File: src/rtl/fifo_packer.sv
// fifo_packer: drains an upstream fifo PACK words at a time into one wide
// word. A FILL/HOLD FSM pops one word per cycle while the mirrored
// occupancy is non-zero, then holds the packed word until it is accepted.
// Optional feature: define FIFO_PACKER_FLUSH_EN to add a 'flush' input
// that closes a partial pack early, zeroing the unused upper slots.
module fifo_packer #(
  parameter int DEPTH = 4,
  parameter int WIDTH = 2,
  parameter int PACK  = 4,
  parameter int CW    = 3
) (
  input  logic                    clk,
  input  logic                    reset,
  input  logic                    fifo_push,
  input  logic                    fifo_full,
  input  logic [WIDTH-1:0]        fifo_out,
  output logic                    fifo_pop,
  output logic [WIDTH*PACK-1:0]   pk_data,
  output logic                    pk_valid,
  input  logic                    pk_ready,
  output logic [CW-1:0]           occ
`ifdef FIFO_PACKER_FLUSH_EN
  ,
  input  logic                    flush
`endif
);

  localparam int IW   = (PACK > 1) ? $clog2(PACK) : 1;
  localparam int CNTW = IW + 1;
  localparam logic [IW-1:0] IDX_LAST = IW'(PACK - 1);
  localparam logic [CW-1:0] OCC_MAX  = CW'(DEPTH);

  typedef enum logic [0:0] {
    ST_FILL = 1'b0,
    ST_HOLD = 1'b1
  } state_t;

  state_t                  state_r;
  state_t                  state_nxt_s;
  logic [IW-1:0]           idx_r;
  logic [IW-1:0]           idx_nxt_s;
  logic [CW-1:0]           occ_r;
  logic [CW-1:0]           occ_nxt_s;
  logic [WIDTH*PACK-1:0]   pk_data_r;
  logic [WIDTH*PACK-1:0]   pk_data_nxt_s;
  logic                    fifo_pop_s;
  logic                    pk_valid_s;
  logic                    push_acc_s;
  logic                    flush_s;
  logic                    close_s;
  logic [CNTW-1:0]         fill_cnt_s;

`ifdef FIFO_PACKER_FLUSH_EN
  assign flush_s = flush;
`else
  assign flush_s = 1'b0;
`endif

  assign push_acc_s = fifo_push & ~fifo_full;

  // A pack closes on the PACK-th pop, or early on a flush that has data to close.
  assign close_s = (state_r == ST_FILL) &
                   ((fifo_pop_s & (idx_r == IDX_LAST)) |
                    (flush_s & (fifo_pop_s | (idx_r != '0))));

  // Number of valid slots once this edge's pop (if any) is captured.
  assign fill_cnt_s = {1'b0, idx_r} + {{(CNTW-1){1'b0}}, fifo_pop_s};

  // FSM state register.
  always_ff @(posedge clk or negedge reset) begin
    if (!reset) begin
      state_r <= ST_FILL;
    end else begin
      state_r <= state_nxt_s;
    end
  end

  // FSM next-state: FILL until a pack closes, HOLD until it is accepted.
  always_comb begin
    state_nxt_s = state_r;
    case (state_r)
      ST_FILL: begin
        if (close_s) begin
          state_nxt_s = ST_HOLD;
        end else begin
          state_nxt_s = ST_FILL;
        end
      end
      ST_HOLD: begin
        if (pk_ready) begin
          state_nxt_s = ST_FILL;
        end else begin
          state_nxt_s = ST_HOLD;
        end
      end
      default: state_nxt_s = ST_FILL;
    endcase
  end

  // FSM outputs: pop whenever FILL sees data; valid throughout HOLD.
  always_comb begin
    fifo_pop_s = 1'b0;
    pk_valid_s = 1'b0;
    case (state_r)
      ST_FILL: begin
        fifo_pop_s = (occ_r != '0);
        pk_valid_s = 1'b0;
      end
      ST_HOLD: begin
        fifo_pop_s = 1'b0;
        pk_valid_s = 1'b1;
      end
      default: begin
        fifo_pop_s = 1'b0;
        pk_valid_s = 1'b0;
      end
    endcase
  end

  // Slot index: advance per pop, restart whenever a pack closes.
  always_comb begin
    idx_nxt_s = idx_r;
    if (close_s) begin
      idx_nxt_s = '0;
    end else if (fifo_pop_s) begin
      idx_nxt_s = idx_r + 1'b1;
    end else begin
      idx_nxt_s = idx_r;
    end
  end

  // Occupancy mirror: count accepted pushes against pops, clamped to 0..DEPTH.
  always_comb begin
    occ_nxt_s = occ_r;
    case ({push_acc_s, fifo_pop_s})
      2'b10: begin
        if (occ_r != OCC_MAX) begin
          occ_nxt_s = occ_r + 1'b1;
        end else begin
          occ_nxt_s = occ_r;
        end
      end
      2'b01: begin
        if (occ_r != '0) begin
          occ_nxt_s = occ_r - 1'b1;
        end else begin
          occ_nxt_s = occ_r;
        end
      end
      default: occ_nxt_s = occ_r;
    endcase
  end

  // Pack data: drop the popped word into its slot; a flush clears the unused upper slots.
  always_comb begin
    pk_data_nxt_s = pk_data_r;
    for (int i = 0; i < PACK; i++) begin
      if (fifo_pop_s && (idx_r == IW'(i))) begin
        pk_data_nxt_s[i*WIDTH +: WIDTH] = fifo_out;
      end else if (close_s && flush_s && (CNTW'(i) >= fill_cnt_s)) begin
        pk_data_nxt_s[i*WIDTH +: WIDTH] = '0;
      end else begin
        pk_data_nxt_s[i*WIDTH +: WIDTH] = pk_data_r[i*WIDTH +: WIDTH];
      end
    end
  end

  // Datapath registers; reset discards any partial or pending pack.
  always_ff @(posedge clk or negedge reset) begin
    if (!reset) begin
      idx_r     <= '0;
      occ_r     <= '0;
      pk_data_r <= '0;
    end else begin
      idx_r     <= idx_nxt_s;
      occ_r     <= occ_nxt_s;
      pk_data_r <= pk_data_nxt_s;
    end
  end

  assign fifo_pop = fifo_pop_s;
  assign pk_valid = pk_valid_s;
  assign pk_data  = pk_data_r;
  assign occ      = occ_r;

endmodule

File: config.mk
export PLATFORM = sky130hd
export DESIGN_NAME = fifo_packer
export DESIGN_NICKNAME = d
export VERILOG_FILES = /design/src/rtl/fifo_packer.sv
export SDC_FILE = /design/constraint.sdc
export NUM_CORES = 1
export LEC_CHECK = 0
export ABC_AREA = 1
export CAP_MARGIN = 20
export CORE_MARGIN = 5
export CORE_UTILIZATION = 47
export DETAILED_ROUTE_END_ITERATION = 6
export GPL_TIMING_DRIVEN = 0
export PLACE_DENSITY = 0.8
export SYNTH_ARGS = -nofsm -noshare
export SYNTH_HDL_FRONTEND = slang
export SYNTH_SLANG_ARGS = --single-unit
File: constraint.sdc
create_clock -name clk -period 1.8 [get_ports clk]
set_input_delay 0.27 -clock clk [delete_from_list [all_inputs] [get_ports clk]]
set_output_delay 0.27 -clock clk [all_outputs]
set_load 0.1 [all_outputs]
# --- After elaboration in Yosys (flattened, before gate mapping) ---
# Index checks and enable logic that the tools add are counted.
totals:
  ff_bits: 14
  in_bits: 7
op_classes:
  add_sub_neg: 3
  eq_ne: 8
  mux: 10
  bitwise: 5
  n_reduce_logical: 9
ops:
  columns: ["operator", "count"]
  rows:
  - ["2-bit equality test, second input constant", 3]
  - ["3-bit 2-to-1 mux", 2]
  - ["1-bit one-hot mux with 2 select lines", 3]
  - ["3-bit one-hot mux with 2 select lines", 1]
  - ["2-bit by 1-bit equality test with 1-bit output, second input constant", 2]
  - ["1-bit logical AND", 4]
  - ["2-bit 2-to-1 mux", 2]
  - ["2-bit != test, second input constant", 2]
  - ["2-bit nonzero test", 2]
  - ["3-bit by 1-bit adder with 3-bit output, second input constant", 1]
  - ["1-bit AND", 3]
  - ["3-bit != test, second input constant", 1]
  - ["3-bit AND reduction", 1]
  - ["3-bit nonzero test", 1]
  - ["3-bit by 1-bit subtractor with 3-bit output, second input constant", 1]
  - ["2-bit by 1-bit adder with 2-bit output, second input constant", 1]
  - ["2-bit zero test", 1]
  - ["1-bit 2-to-1 mux", 2]
  - ["1-bit NOT", 2]

# --- Logic depth before layout (Yosys ltp) ---
logic_depth:
  depth_word: 6
  ltp_mapped: 12

# --- Least setup slack after synthesis ---
# No wires, ideal clock.
synth_timing:
  path_type: "reg-to-reg"
  start: "reg occ_r[2] (netlist: occ[2])"
  end: "reg occ_r[2] (netlist: occ[2])"
  arrival_time_ps: 2376
  required_ps: 1680
  setup_slack_ps: -696
  stages_incl_launch_ff: 12
  path_cell_list: "dfrtp_1 > inv_2 > nand2_4 > nand2_8 > inv_6 > ha_1 > inv_1 > fa_1 > nand3_1 > nand2_1 > nand2_1 > nand2_1"
synth_via:
  elab_chain_cells: 5
  elab_cells_between_ends: 14
  cone_classes: "add/sub: 2; eq/ne: 5; mux: 4; reduce/logical: 3"
synth_lines:
  columns: ["element", "line_no", "source"]
  rows:
  - ["from (decl)", "42", "logic [CW-1:0] occ_r;"]
  - ["from (signal assigned)", "176", "occ_r <= occ_nxt_s;"]
  - ["3-bit nonzero test *", "106", "fifo_pop_s = (occ_r != '0);"]
  - ["1-bit one-hot mux with 2 select lines *", "104", "case (state_r)"]
  - ["via fifo_pop", "17", "output logic fifo_pop,"]
  - ["2-bit equality test or 2-bit by 1-bit equality test with 1-bit output (tied branches)", "135", "case ({push_acc_s, fifo_pop_s})"]
  - ["2-bit != test (no source line) or 2-bit nonzero test (tied branches)", null, null]
  - ["3-bit AND reduction (no source line)", null, null]
# The timed path passes the listed nets; every way through them passes the cells marked *. The select of a mux whose other input is x is not followed.
# A chain may end at the register's enable or synchronous reset.

# --- Final worst setup path ---
layout_timing:
  start: "reg state_r"
  end: "out pk_valid"
layout_via:
  elab_chain_cells: 2
layout_lines:
  columns: ["element", "line_no", "source"]
  rows:
  - ["from (decl)", "38", "state_t state_r;"]
  - ["from (signal assigned)", "74", "state_r <= state_nxt_s;"]
  - ["1-bit NOT", "104", null]
  - ["1-bit one-hot mux with 2 select lines *", "104", null]
  - ["to (decl)", "19", "output logic pk_valid,"]
# Mark *: on every way between the ends. The rest lies on a longest branch, timed or not.

==> impl_metrics.toml <==
[floorplan]
rows = 15
chipWidth_um = 51.4
ios = 20
dieArea_mm2 = 0.00264
start_util_pct = 48.2
fp.coreArea_mm2 = 0.00167
fp.dieH_um = 51.4

[setup_path]
crit_arrival_ps = 1500
path_buf_inv = 1
worstPathCellList = "dlygate4sd2_1"
critPathKind = "flip-flop to output port"
required_ps = 1530
max_stage_delay_ps = 850
cp_max_fo = 2
start_kind = "flip-flop"
cpMaxStageDelayCell = "dlygate4sd2_1"
critical-path-top-delay-family = "buffers and inverters"
worstSetupEndpointType = "output port"

[route]
drtIter0Drc = 19
antenna_left = 0
via_count = 647
drt-wirelength-per-cell_um = 10.8
routed_wl_mm = 1.52
dr.pass1.iters = 4
drc_errors = 0
routed_via_density = 4.62

[synth]
yosys.area.top_type_share_pct = 43.5
syn_nets = 112
synth_top_area_cell = "dfrtp_1"
post_synth.cell_area_avg_um2 = 8.21
yosysSeqAreaShare_pct = 43.5
synthTopCellsByArea = "dfrtp_1 44%, nand2_1 18%, ha_1 9.3%"
ys_ff_latch = 14
synth_area_um2 = 805
synth_common_cells = "38 x nand2_1, 14 x dfrtp_1, 13 x inv_1, 6 x ha_1"
yosys.cell_types.count = 15
yosysWarnings = 0
ys.flop_type = "dfrtp_1"
yosysMostFrequentCell = "nand2_1"
synthArstFlopShare_pct = 100
syn-instance-count = 98
synth_edf_count = 0

[cts]
cts_tree = "yes"
numCtsBuffers = 3
htreeDepth = 1
clk_path_buf_depth = 2
clk_latency_ps = 280
cts_root_buf = "clkbuf_4"
clock_sinks = 14
clkTransAtPathRegs_ps = 90
ctsHoldBuffers = 0

[grt]
grtUsageTotal_pct = 13.1
grt_pass1_vias = 594
grt_remaining_overflow = 0
antenna_found_initial = 0
grt_pass1_wl_mm = 2.68
grt_max_degree = 15

[sta]
worst_pin_slew_ps = 962
finalCritPeriodShare_pct = 98.2
max_freq_ghz = 0.566
rsz0062_at_grt = "no"
setup_ws_ps = 31.9
drv_slew = 0
fin_skew_ps = 9.17
setup_viol = 0
period_needed_ps = 1770
holdWs_ps = 394
hold_viol = 0
slew_headroom_pct = 36.1

[placement]
place_hpwl_mm = 1.12
place_area_mm2 = 0.00106
routabilityCongestion = 0.809
dp.cells = 134
portBuffers = 19
pre_cts_ws_ps = -357

[min_path]
min_path_type = "input port to asynchronous set/reset pin"

[layout]
multi_input_area_um2 = 397
drive_gt1_share_pct = 25.2
num_antenna_cells = 0
seqCellArea_um2 = 363
instances_no_fill = 140
final_cell_area_mm2 = 0.00109
fin_nets = 138
syn2layout_area_growth_pct = 35.3
nFillCells = 156

[run]
cap_violations = 0

[status]
outcome = "complete, no violations"
-- final timing paths --
path / startpoint / to / slack [ps] / cells after the start
max in group asynchronous: reset / occ[1] / 920 / 1
min in group clk: pk_data[6] / pk_data[6] / 460 / 2
worst max-delay path: state_r / pk_valid / 30 / 1
worst min-delay path: reset / idx_r[1] / 390 / 1
worst max register to register: occ[1] / occ[1] / 70 / 8
worst min register to register: pk_data[6] / pk_data[6] / 460 / 2
-- registers in the layout, indices dropped and copies added (netlist names) --
name,count
state_r,1
idx_r,2
pk_data,8
occ,3
-- kinds of logic after synthesis --
logic type / count (synthesis) / share of synthesized area [%]
adder cells (fa/ha/maj): 7 / 11.8
AO/OA/AOI/OAI: 3 / 1.87
buffers and inverters: 18 / 9.02
flip-flops: 14 / 43.5
AND/OR/NAND/NOR: 56 / 33.7
-- final cells by class --
type	instances	share of cell area [%]
Tap cell	17	1.95
Timing Repair Buffer	21	17.9
Sequential cell	14	33.3
Multi-Input combinational cell	66	36.4
Clock buffer	4	2.41
Inverter	18	7.93
-- routing by layer --
layer | GRT usage [%] | wire length [um] | up-vias
met5 | 0 | 0 | -
met4 | 6.55 | 17 | 0
met3 | 1.17 | 87 | 2
met2 | 20.1 | 704 | 13
met1 | 18.3 | 706 | 292
li1 | - | - | 340
-- cell usage in the layout, fill, tap and decap left out, types with 2 or more instances in the layout --
cell type        instances
buf_4                    2
clkbuf_4                 3
o21ai_1                  3
nand2_1                 38
inv_2                    4
ha_1                     5
nand2_2                  5
nand2_4                  2
dlygate4sd2_1            7
nor2_1                   5
nand3_1                  3
dfrtp_1                 10
clkdlybuf4s50_1          6
dfrtp_4                  3
clkdlybuf4s15_2          3
clkdlybuf4s15_1          2
inv_1                   12
-- timing repair --
item / in CTS / in global routing
endpoints found under the setup margin: 13 / 5
gates resized for setup: 21 / 4
setup buffers: 0 / 2
pin swaps: 0 / 2
-- per-stage QoR --
stage               util (%)  setup TNS (ps)
finish                  65.2               0
global route            65.2               0
CTS                     64.5            -157
detailed placement      63.3            -478
global placement        63.3            -437
floorplan                  -            -164
Power is not shown: default switching activity piles up to over one toggle a cycle in this logic, so the estimate is an artifact.
